<file path="src/rtl/jzjpcc_mmio_bank.sv">
// Memory-mapped bank of NUM_PORTS 32-bit output registers and synchronized
// 32-bit inputs, with sticky per-port input-change flags (write-1-to-clear).
module jzjpcc_mmio_bank #(
    parameter int unsigned NUM_PORTS   = 8,
    parameter int unsigned SYNC_STAGES = 2,
    parameter logic [29:0] BASE_WADDR  = 30'h3FFFFFF8
) (
    input  logic                        clock,
    input  logic                        reset,
    input  logic [31:2]                 address,
    input  logic                        writeEnable,
    input  logic [31:0]                 writeData,
    input  logic                        readEnable,
    output logic [31:0]                 readData,
    output logic                        readValid,
    input  logic [NUM_PORTS-1:0][31:0]  mmioInputs,
    output logic [NUM_PORTS-1:0][31:0]  mmioOutputs,
    output logic [NUM_PORTS-1:0]        changeFlags,
    output logic                        anyChange
);

    localparam int unsigned DATA_W     = 32;
    localparam int unsigned WADDR_W    = 30;
    localparam logic [WADDR_W-1:0] FLAG_WADDR = BASE_WADDR - 30'd1;
    localparam logic [WADDR_W-1:0] PORTS_W    = 30'(NUM_PORTS);
    localparam logic [63:0] LAST_WADDR =
        64'(BASE_WADDR) + 64'(NUM_PORTS) - 64'd1;

    // Reject illegal parameterisations at elaboration
    if (NUM_PORTS < 1 || NUM_PORTS > 16) begin : g_bad_num_ports
        $error("jzjpcc_mmio_bank: NUM_PORTS must be 1..16");
    end
    if (SYNC_STAGES < 1 || SYNC_STAGES > 4) begin : g_bad_sync_stages
        $error("jzjpcc_mmio_bank: SYNC_STAGES must be 1..4");
    end
    if (BASE_WADDR == 30'd0) begin : g_bad_base_zero
        $error("jzjpcc_mmio_bank: BASE_WADDR must be nonzero");
    end
    if (LAST_WADDR > 64'h3FFFFFFF) begin : g_bad_base_wrap
        $error("jzjpcc_mmio_bank: port window exceeds address space");
    end

    logic [SYNC_STAGES-1:0][NUM_PORTS-1:0][DATA_W-1:0] sync_q;
    logic [NUM_PORTS-1:0][DATA_W-1:0]                  prev_q;
    logic [NUM_PORTS-1:0][DATA_W-1:0]                  sync;
    logic [NUM_PORTS-1:0][DATA_W-1:0]                  outputs_d;
    logic [NUM_PORTS-1:0]                              flag_set;
    logic [NUM_PORTS-1:0]                              flag_clr;
    logic [NUM_PORTS-1:0]                              flags_d;
    logic [WADDR_W-1:0]                                waddr;
    logic [WADDR_W-1:0]                                offset;
    logic                                              port_hit;
    logic                                              flag_hit;
    logic [DATA_W-1:0]                                 rd_d;

    assign sync      = sync_q[SYNC_STAGES-1];
    assign anyChange = |changeFlags;

    // Address decode: data window above BASE_WADDR, flag register just below
    always_comb begin
        waddr    = address;
        offset   = waddr - BASE_WADDR;
        port_hit = (waddr >= BASE_WADDR) && (offset < PORTS_W);
        flag_hit = (waddr == FLAG_WADDR);
    end

    // Next-state for output registers, flags and read data
    always_comb begin
        outputs_d = mmioOutputs;
        flag_set  = '0;
        flag_clr  = '0;
        rd_d      = '0;
        for (int i = 0; i < int'(NUM_PORTS); i++) begin
            flag_set[i] = (sync[i] != prev_q[i]);
            if (writeEnable && port_hit && offset == 30'(i)) begin
                outputs_d[i] = writeData;
            end
            if (port_hit && offset == 30'(i)) begin
                rd_d = sync[i];
            end
        end
        if (writeEnable && flag_hit) begin
            flag_clr = writeData[NUM_PORTS-1:0];
        end
        // A set event in the same cycle as a clear leaves the flag set
        flags_d = (changeFlags & ~flag_clr) | flag_set;
        if (flag_hit) begin
            rd_d = 32'(changeFlags);
        end
    end

    // Synchronizer chain and previous-value tracking
    always_ff @(posedge clock or negedge reset) begin
        if (!reset) begin
            sync_q <= '0;
            prev_q <= '0;
        end else begin
            sync_q[0] <= mmioInputs;
            for (int k = 1; k < int'(SYNC_STAGES); k++) begin
                sync_q[k] <= sync_q[k-1];
            end
            prev_q <= sync;
        end
    end

    // Output registers, sticky flags and registered read port
    always_ff @(posedge clock or negedge reset) begin
        if (!reset) begin
            mmioOutputs <= '0;
            changeFlags <= '0;
            readData    <= '0;
            readValid   <= 1'b0;
        end else begin
            mmioOutputs <= outputs_d;
            changeFlags <= flags_d;
            readValid   <= readEnable;
            if (readEnable) begin
                readData <= rd_d;
            end
        end
    end

endmodule

</file>
<file path="config.mk">
export PLATFORM = sky130hd
export DESIGN_NAME = jzjpcc_mmio_bank
export DESIGN_NICKNAME = d
export VERILOG_FILES = /design/src/rtl/jzjpcc_mmio_bank.sv
export SDC_FILE = /design/constraint.sdc
export NUM_CORES = 1
export LEC_CHECK = 0
export ABC_AREA = 1
export ABC_CLOCK_PERIOD_IN_PS = 2700
export CORE_MARGIN = 4
export CORE_UTILIZATION = 50
export DETAILED_ROUTE_END_ITERATION = 8
export PLACE_DENSITY = 0.73
export SLEW_MARGIN = 30
export SYNTH_ARGS = -nofsm -noshare
export SYNTH_HDL_FRONTEND = slang
export SYNTH_SLANG_ARGS = --single-unit
</file>
<file path="constraint.sdc">
create_clock -name clock -period 2.7 [get_ports clock]
set_input_delay 0.675 -clock clock [delete_from_list [all_inputs] [get_ports clock]]
set_output_delay 0.675 -clock clock [all_outputs]
set_load 0.01 [all_outputs]
</file>
* After elaboration in Yosys (flattened, before gate mapping)
Cells that the tools add are included.
** Word-level totals
- Output and inout bits :: 298
- Register bits after elaboration :: 1065
- Input port bits :: 322
** Cells by class
- Multiplexer cells :: 10
- Bitwise gates (word level) :: 3
- Order comparisons :: 2
- Reduce and logical (&&, ||, !) cells :: 21
- $add $sub $neg :: 1
- Equal/unequal tests :: 16
** Operator list (count)
- $mux W32 :: 9
- $ne A32 B32 Y1 :: 8
- $eq A30 B3 Y1 const B :: 4
- $eq A30 B2 Y1 const B :: 2
- $eq A30 B1 Y1 const B :: 1
- $eq A30 B30 Y1 const B :: 1
- $ge A30 B30 Y1 const B :: 1
- $logic_not A30 Y1 :: 1
- $lt A30 B4 Y1 const B :: 1
- $sub A30 B30 Y30 const B :: 1
- $logic_and A1 B1 Y1 :: 19
- $and A8 B8 Y8 :: 1
- $mux W8 :: 1
- $not A8 Y8 :: 1
- $or A8 B8 Y8 :: 1
- $reduce_or A8 Y1 :: 1

* Depth between registers and ports, before layout
Gate-level depths: netlist (run 1).
- Depth in word-level cells :: 13
- Depth in mapped cells :: 23
- Mapped depth without buffers :: 22

* Worst setup path after synthesis (run 1)
Ideal clock, no wire load.
- Path kind :: input-to-reg
- From :: input port address[5] (netlist name)
- To :: register mmioOutputs[35] (netlist name)
- Arrival time :: 2.713 ns
- Required time :: 2.575 ns
- Stages on the path :: 18
- Path buffers :: 3
- Setup time :: 0.125 ns
- Path slack :: -0.137 ns
- Path through :: ha_1 > nand2_2 > nor2_4 > nand3_1 > nand2_1 > inv_1 > nor2_1 > nand2_1 > nor2_2 > nand4_2 > nor2_4 > and2_1 > buf_4 > buf_12 > nand3_4 > buf_2 > nand2_1 > o21ai_1
** Between the ends
- Cells in the longest elaborated chain, start to end :: 5
- Elaborated cells on any way between the ends :: 7
- Those cells by class :: add/sub (1); order compare (2); eq/ne (1); reduce/logical (3)
** RTL lines
- start: declaration :: RTL line 10 : input logic [31:2] address,
- $sub A30 B30 Y30 :: RTL line 62 : offset = waddr - BASE_WADDR;
- $lt A30 B4 Y1 :: RTL line 63 : port_hit = (waddr >= BASE_WADDR) && (offset < PORTS_W);
- $logic_and A1 B1 Y1 :: RTL line 63
- $logic_and A1 B1 Y1 :: RTL line 75 : if (writeEnable && port_hit && offset == 30'(i)) begin
- $logic_and A1 B1 Y1 * :: RTL line 75
- end signal: assignment :: RTL line 114 : mmioOutputs <= outputs_d;
- end: declaration :: RTL line 17 : output logic [NUM_PORTS-1:0][31:0] mmioOutputs,
Mark *: on every way between the ends. The rest lies on a longest branch, timed or not.
A chain may end at the register's enable or synchronous reset.

* Final worst setup path (run 1)
- From :: input port address[31] (netlist name)
- To :: register readData[20]
** Between the ends
- Cells in the longest elaborated chain, start to end :: 13
- Elaborated cells on any way between the ends :: 30
- Those cells by class :: add/sub (1); order compare (2); eq/ne (8); mux (9); reduce/logical (10)
** RTL lines
- $sub A30 B30 Y30 :: RTL line 62
- $lt A30 B4 Y1 :: RTL line 63
- $logic_and A1 B1 Y1 :: RTL line 63
- $logic_and A1 B1 Y1 :: RTL line 78 : if (port_hit && offset == 30'(i)) begin
- $mux W32 (8 in series) :: RTL line 78
- $mux W32 * :: RTL line 87 : if (flag_hit) begin
- end signal: assignment :: RTL line 118 : readData <= rd_d;
- end: declaration :: RTL line 14 : output logic [31:0] readData,
Marks and branches as above.

==> results.toml, run 1 <==
[global_routing]
grt_overflow = 0
grt_pass1_wl_mm = 166
grt_usage_pct = 28.3
antenna_found_initial = 8
grt_pass1_vias = 26629
grt_max_degree = 99

[place]
routabilityCongestion = 0.920
post-place-ws_ns = -1.19
numPortBuffers = 619
place_area_um2 = 45500
dpl.hpwl_mm = 80.5

[timing]
setup_viol = 0
layout_min_cycle_time_ns = 2.66
hold_viol_final = 0
finalCritPeriodShare_pct = 98.6
skew_ns = 0.0259
setup-tns-final_ns = 0
final_max_slew_viol_count = 0
fmax_mhz = 375
slew_headroom_pct = 44.9
worstMarginPinSlew_ns = 0.819
fin_ws_ns = 0.0368
grt_setup_unrepaired = "true"

[final_layout]
utilization_pct = 69.2
layout-drive-gt1-share_pct = 15.2
multi_input_area_um2 = 9310
syn2layout_area_growth_pct = 36.4
regArea_um2 = 26700
finalInstanceArea_um2 = 49800
nFillCells = 5027
fin_nets = 4251

[logic_synthesis]
yosysWarnings = 0
syn_nets = 3376
synth_area_um2 = 36500
synth_common_cells = "dfrtp_1, nand2_1, o21ai_0"
synth_most_common_cell = "dfrtp_1"
synth-seq-cells = 1065
seq_area_frac_synth_pct = 72.9
yosys_most_used_dff = "dfrtp_1"
synth_top_area_cell = "dfrtp_1"
synth.area.top_cells = "dfrtp_1, nand2_1, xor2_1"
syn_area_per_cell_um2 = 12.0
synth_top_area_share_pct = 72.9
syn_inst = 3053
synth-edff-count = 0
async_reset_ff_share_pct = 100
synth.distinct_cells = 43

[critical_path]
startpoint_type = "input port"
cp_slowest_stage_delay_ns = 0.56
crit_slowest_cell = "clkdlybuf4s50_1"
cpMostUsedCell = "nand2_1"
crit_chain = "clkdlybuf4s50_1 -> inv_1 -> nor2_1 -> nand4_1 -> nor2_2 -> nor2_4 -> nor4_4 -> buf_12 -> buf_4 -> nand2_1 -> nand2_1 -> nor2_1 -> o21ai_1 -> nand2_1 -> nand2_1 -> nand2_1 -> nand2_1"
critPathRequiredTime_ns = 3.30
worst_ep_arrival_time_ns = 3.26
path_class = "input port to flip-flop"
ff2ff_path_depth = 5
critPathCaptureType = "flip-flop"
crit_fanout = 20

[clock_tree]
cts_tree = "yes"
cts_sinks = 1065
cts_made_buffers = 102
cts_root_buf = "clkbuf_16"
clk_latency_ns = 0.67
cts_buffer_depth = 3
htreeDepth = 3
cts.reportedPaths.clkPinSlew_ns = 0.06

[die]
fp.dieH_um = 278
initial_utilization_pct = 50.8
dieWidth_um = 278
core_um2 = 72000
die_area_um2 = 77500
num_rows = 98
ios = 620

[drt]
drc = 0
vias_per_cell = 5.25
dr_total_vias = 26087
firstDrtPassIters = 7
ant_nets = 0
drtIter0Drc = 2145
wire_per_inst_um = 22.5
routed_wl_mm = 112

[job]
cap_viol_max_count = 0

[pwr]
powerDensity_nw_per_um2 = 673
power_switching_uw = 7480
pwr-share-comb_pct = 4.9
ir_drop_uv = 637
leakage_uw = 0.0228
sequentialPowerShare_pct = 50.7
p_clk_share_pct = 44.4
p_int_uw = 26100
switching_share_pct = 22.3

[status]
status = "complete, no violations"

[min_path]
hold_class = "flip-flop to flip-flop"
whs_path_depth = 0
[per-stage QoR]
| stage | hold slack [ns] | std cells | total power (uW) |
|---|---|---|---|
| after detailed placement | 0.335 | 4733 | 18900 |
| after floorplan | 0.331 | 3053 | 17500 |
| after global routing | 0.349 | 4964 | 34700 |
| final | 0.340 | 4966 | 33600 |
| after global placement | 0.332 | 4733 | 18900 |
| after CTS | 0.343 | 4942 | 33800 |
[final timing paths]
| kind | start | endpoint | slack (ns) |
|---|---|---|---|
| min in group asynchronous | reset | mmioOutputs[193] | 0.52 |
| worst min-delay path | sync_q[140] | sync[140] | 0.34 |
| worst max-delay path | address[31] | readData[20] | 0.04 |
| worst max register to register | sync[226] | changeFlags[7] | 0.66 |
| max in group asynchronous | reset | mmioOutputs[250] | 1.20 |
| worst min register to register | sync_q[140] | sync[140] | 0.34 |
[power by group through the flow]
stage | registers [uW] | clock network (uW) | logic (uW)
floorplan | 17100 | 0 | 438
global placement | 17300 | 0 | 1620
detailed placement | 17300 | 0 | 1640
CTS | 17000 | 15100 | 1660
finish | 17000 | 14900 | 1650
global route | 17000 | 15800 | 1810
[repair_timing]
item | CTS | global route
resized for setup | 87 | 151
setup endpoints to repair | 288 | 202
pin swaps | 25 | 30
cloned | 1 | 7
hold endpoints to repair | 32 | 0
buffers inserted | 19 | 14
hold buffers | 1 | 0
[final cells by class]
cell class / instances / area share, %
timing repair buffer: 870 / 17.2
tap: 950 / 2.39
clock inverter: 51 / 1.28
multi-input combinational: 1756 / 18.7
sequential: 1065 / 53.5
inverter: 133 / 1.03
clock buffer: 137 / 5.89
antenna: 4 / 0.0201
[layout by cell type, fill, tap and decap left out, types with 18 or more instances in the layout]
master / Yosys / layout
a21oi_1: 87 / 86
nor4_1: 42 / 41
dfrtp_1: 1065 / 1063
clkbuf_8: 0 / 21
buf_4: 7 / 194
clkbuf_2: 0 / 18
clkinv_2: 0 / 22
o21ai_0: 247 / 225
clkbuf_16: 0 / 108
nor2_1: 224 / 191
buf_12: 1 / 36
inv_1: 125 / 123
nand2_2: 7 / 42
xnor2_1: 53 / 53
nand2_1: 675 / 634
xor2_1: 159 / 159
o21ai_1: 67 / 71
nor2_2: 6 / 30
nand4_1: 37 / 37
clkdlybuf4s50_1: 0 / 591
nand3_1: 65 / 61
o21ai_2: 0 / 18
[per-layer routing]
metal,share of wire (%),global-route usage [%]
met1,38,35.6
met2,51,48.9
met3,6.9,5.07
met4,4.7,11.5
met5,0.033,0
[critical path: cells and delay by family]
family | cells | cell delay [ns]
AO/OA/AOI/OAI | 1 | 0.16
buffers and inverters | 4 | 0.97
AND/OR/NAND/NOR | 12 | 1.42
[sequential cells by signal, indices dropped and copies added (netlist names)]
name / count
prev_q: 256
mmioOutputs: 256
changeFlags: 8
sync: 256
sync_q: 256
readValid: 1
readData: 32
[kinds of logic (layout without fill, tap and decap cells)]
group,after synthesis,in the layout,synth area share (%)
flip-flops,1065,1065,72.9
XOR/XNOR,212,212,5.08
AO/OA/AOI/OAI,433,433,6.19
adder cells (fa/ha/maj),1,1,0.0342
AND/OR/NAND/NOR,1110,1110,13.0
other,0,4,0
buffers and inverters,232,1191,2.72
(Power assumes the default switching activity.)
==> inputs of run 2 (changes only) <==
--- a/config.mk
+++ b/config.mk
@@ -7,7 +7,6 @@
 export LEC_CHECK = 0
 export ABC_AREA = 1
 export ABC_CLOCK_PERIOD_IN_PS = 2700
-export CORE_MARGIN = 4
 export CORE_UTILIZATION = 50
 export DETAILED_ROUTE_END_ITERATION = 8
 export PLACE_DENSITY = 0.73
==> results.toml, run 2 (synthesis results as in run 1) <==
[drt]
firstDrtPassIters = 6
ant_nets = 0
routed_wl_mm = 115
drc = 0
dr_total_vias = 26304
wire_per_inst_um = 23.3
drtIter0Drc = 2397
vias_per_cell = 5.33

[timing]
layout_min_cycle_time_ns = 2.78
fin_ws_ns = -0.0812
finalCritPeriodShare_pct = 103
setup-tns-final_ns = -1.38
slew_headroom_pct = 31.6
skew_ns = 0.0501
setup_viol = 59
final_max_slew_viol_count = 0
worstMarginPinSlew_ns = 1.00
hold_viol_final = 0
fmax_mhz = 360
grt_setup_unrepaired = "true"

[final_layout]
mostFrequentLayoutCell = "dfrtp_1"
nFillCells = 4909
finalInstanceArea_um2 = 50400
stdcell_count = 4939
final_cell_mix = "dfrtp_1, nand2_1, clkdlybuf4s50_1"
syn2layout_area_growth_pct = 37.8
fin_nets = 4220
layout-drive-gt1-share_pct = 15.8

[place]
post-place-ws_ns = -1.14
placed_cells_incl_taps = 4675
numPortBuffers = 619
place_area_um2 = 45100
dpl.hpwl_mm = 77.5
routabilityCongestion = 0.903

[global_routing]
grt_overflow = 0
grt_usage_pct = 30.0
grt_pass1_wl_mm = 165
grt_max_degree = 143
grt_pass1_vias = 26387
antenna_found_initial = 11

[pwr]
p_int_uw = 26000
p_clk_share_pct = 44.5
ir_drop_uv = 579
sequentialPowerShare_pct = 50.8
leakage_uw = 0.0230
powerDensity_nw_per_um2 = 665
p_total_uw = 33500
switching_share_pct = 22.4
pwr-share-comb_pct = 4.8
power_switching_uw = 7500

[min_path]
whs_path_depth = 0
hold_class = "flip-flop to flip-flop"

[clock_tree]
cts_root_buf = "clkbuf_16"
cts_made_buffers = 102
clk_latency_ns = 0.69
cts_tree = "yes"
htreeDepth = 3
cts_sinks = 1065
cts_buffer_depth = 3
cts.reportedPaths.clkPinSlew_ns = 0.06

[job]
cap_viol_max_count = 0

[critical_path]
path_class = "input port to flip-flop"
crit_slowest_cell = "o21ai_2"
startpoint_type = "input port"
cp.depth = 25
cp_slowest_stage_delay_ns = 0.20
critPathCaptureType = "flip-flop"
crit_fanout = 6
ff2ff_path_depth = 3
cpMostUsedCell = "nand2_1"
worst_ep_arrival_time_ns = 3.39
critPathRequiredTime_ns = 3.30
path_delay_family = "simple AND/OR/NAND/NOR gates"
critPathBufInv = 7

[status]
status = "complete, but fails checks"
violations = "setup timing"

[die]
core_um2 = 71900
initial_utilization_pct = 50.8
dieWidth_um = 272
die_area_um2 = 74200
num_rows = 98
ios = 620
fp.dieH_um = 272
==> run 2: cell types whose count changed in the layout (fill, tap and decap cells not counted), moves of 7 or more <==
cell      change
nand2_4      +16
clkbuf_1      +8
nand2_2      +19
nand3_1       -8
buf_16        +8
buf_6         +7
clkbuf_2      -9
nand3_2       +7
buf_4        -65
nand2_1      -35
buf_12       +11
o21ai_1       -7
clkinv_2      -7
o21ai_2      +12
==> run 2: metrics by stage <==
step	util (%)	hold WS, ns
6_report	70.1	0.343
5_1_grt	70.1	0.350
4_1_cts	68.6	0.344
3_5_place_dp	62.8	0.335
2_1_floorplan	-	0.331
3_3_place_gp	62.8	0.332
==> run 2: worst paths after layout <==
check                      slack (ns)              to       start
setup / recovery                -0.08    readData[19]  address[5]
hold / removal                   0.34        sync[18]  sync_q[18]
setup reg to reg                 0.61  changeFlags[2]    sync[93]
hold reg to reg                  0.34        sync[18]  sync_q[18]
max in group asynchronous        1.23      sync_q[21]       reset
min in group asynchronous        0.44     prev_q[128]       reset
==> run 2: worst reg2reg max path, delay by kind of cell, from the launching register on <==
| family | cells | cell delay (ns) |
|---|---|---|
| AND/OR/NAND/NOR | 2 | 0.51 |
| AO/OA/AOI/OAI | 1 | 0.90 |
| flip-flops | 1 | 0.48 |
==> run 2: per-layer routing <==
metal  GRT usage, %  part of all wire [%]  up-vias
met3           5.34                   6.7      310
met2           51.1                    50     1294
met5              0                 0.010        -
li1               -                     -    11567
met4           13.7                   5.8        2
met1           37.4                    38    13131
==> run 2: layout make-up <==
| cell class | count | area (um^2) | share of cell area [%] |
|---|---|---|---|
| flip-flops and latches | 1065 | 26700 | 52.9 |
| multi-input cells | 1756 | 9610 | 19.1 |
| repair buffers | 839 | 8810 | 17.5 |
| clock buffers | 141 | 2890 | 5.74 |
| well taps | 950 | 1190 | 2.36 |
| clock inverters | 46 | 663 | 1.32 |
| inverters | 133 | 522 | 1.04 |
| diodes | 9 | 22.5 | 0.0447 |
==> run 2: power by group through the flow <==
stage	Sequential (uW)	Clock [uW]	Combinational (uW)
floorplan	17100	0	438
global placement	17200	0	1570
detailed placement	17300	0	1580
CTS	17000	15000	1600
global route	17000	15700	1760
finish	17000	14900	1600
==> run 2: what timing repair did <==
item / 4_1_cts / 5_1_grt
setup endpoints to repair: 278 / 273
hold buffers: 1 / 0
gates resized for setup: 129 / 229
gates cloned: 8 / 15
endpoints found under the hold margin: 6 / 0
pin swaps: 44 / 73
buffers inserted: 25 / 23
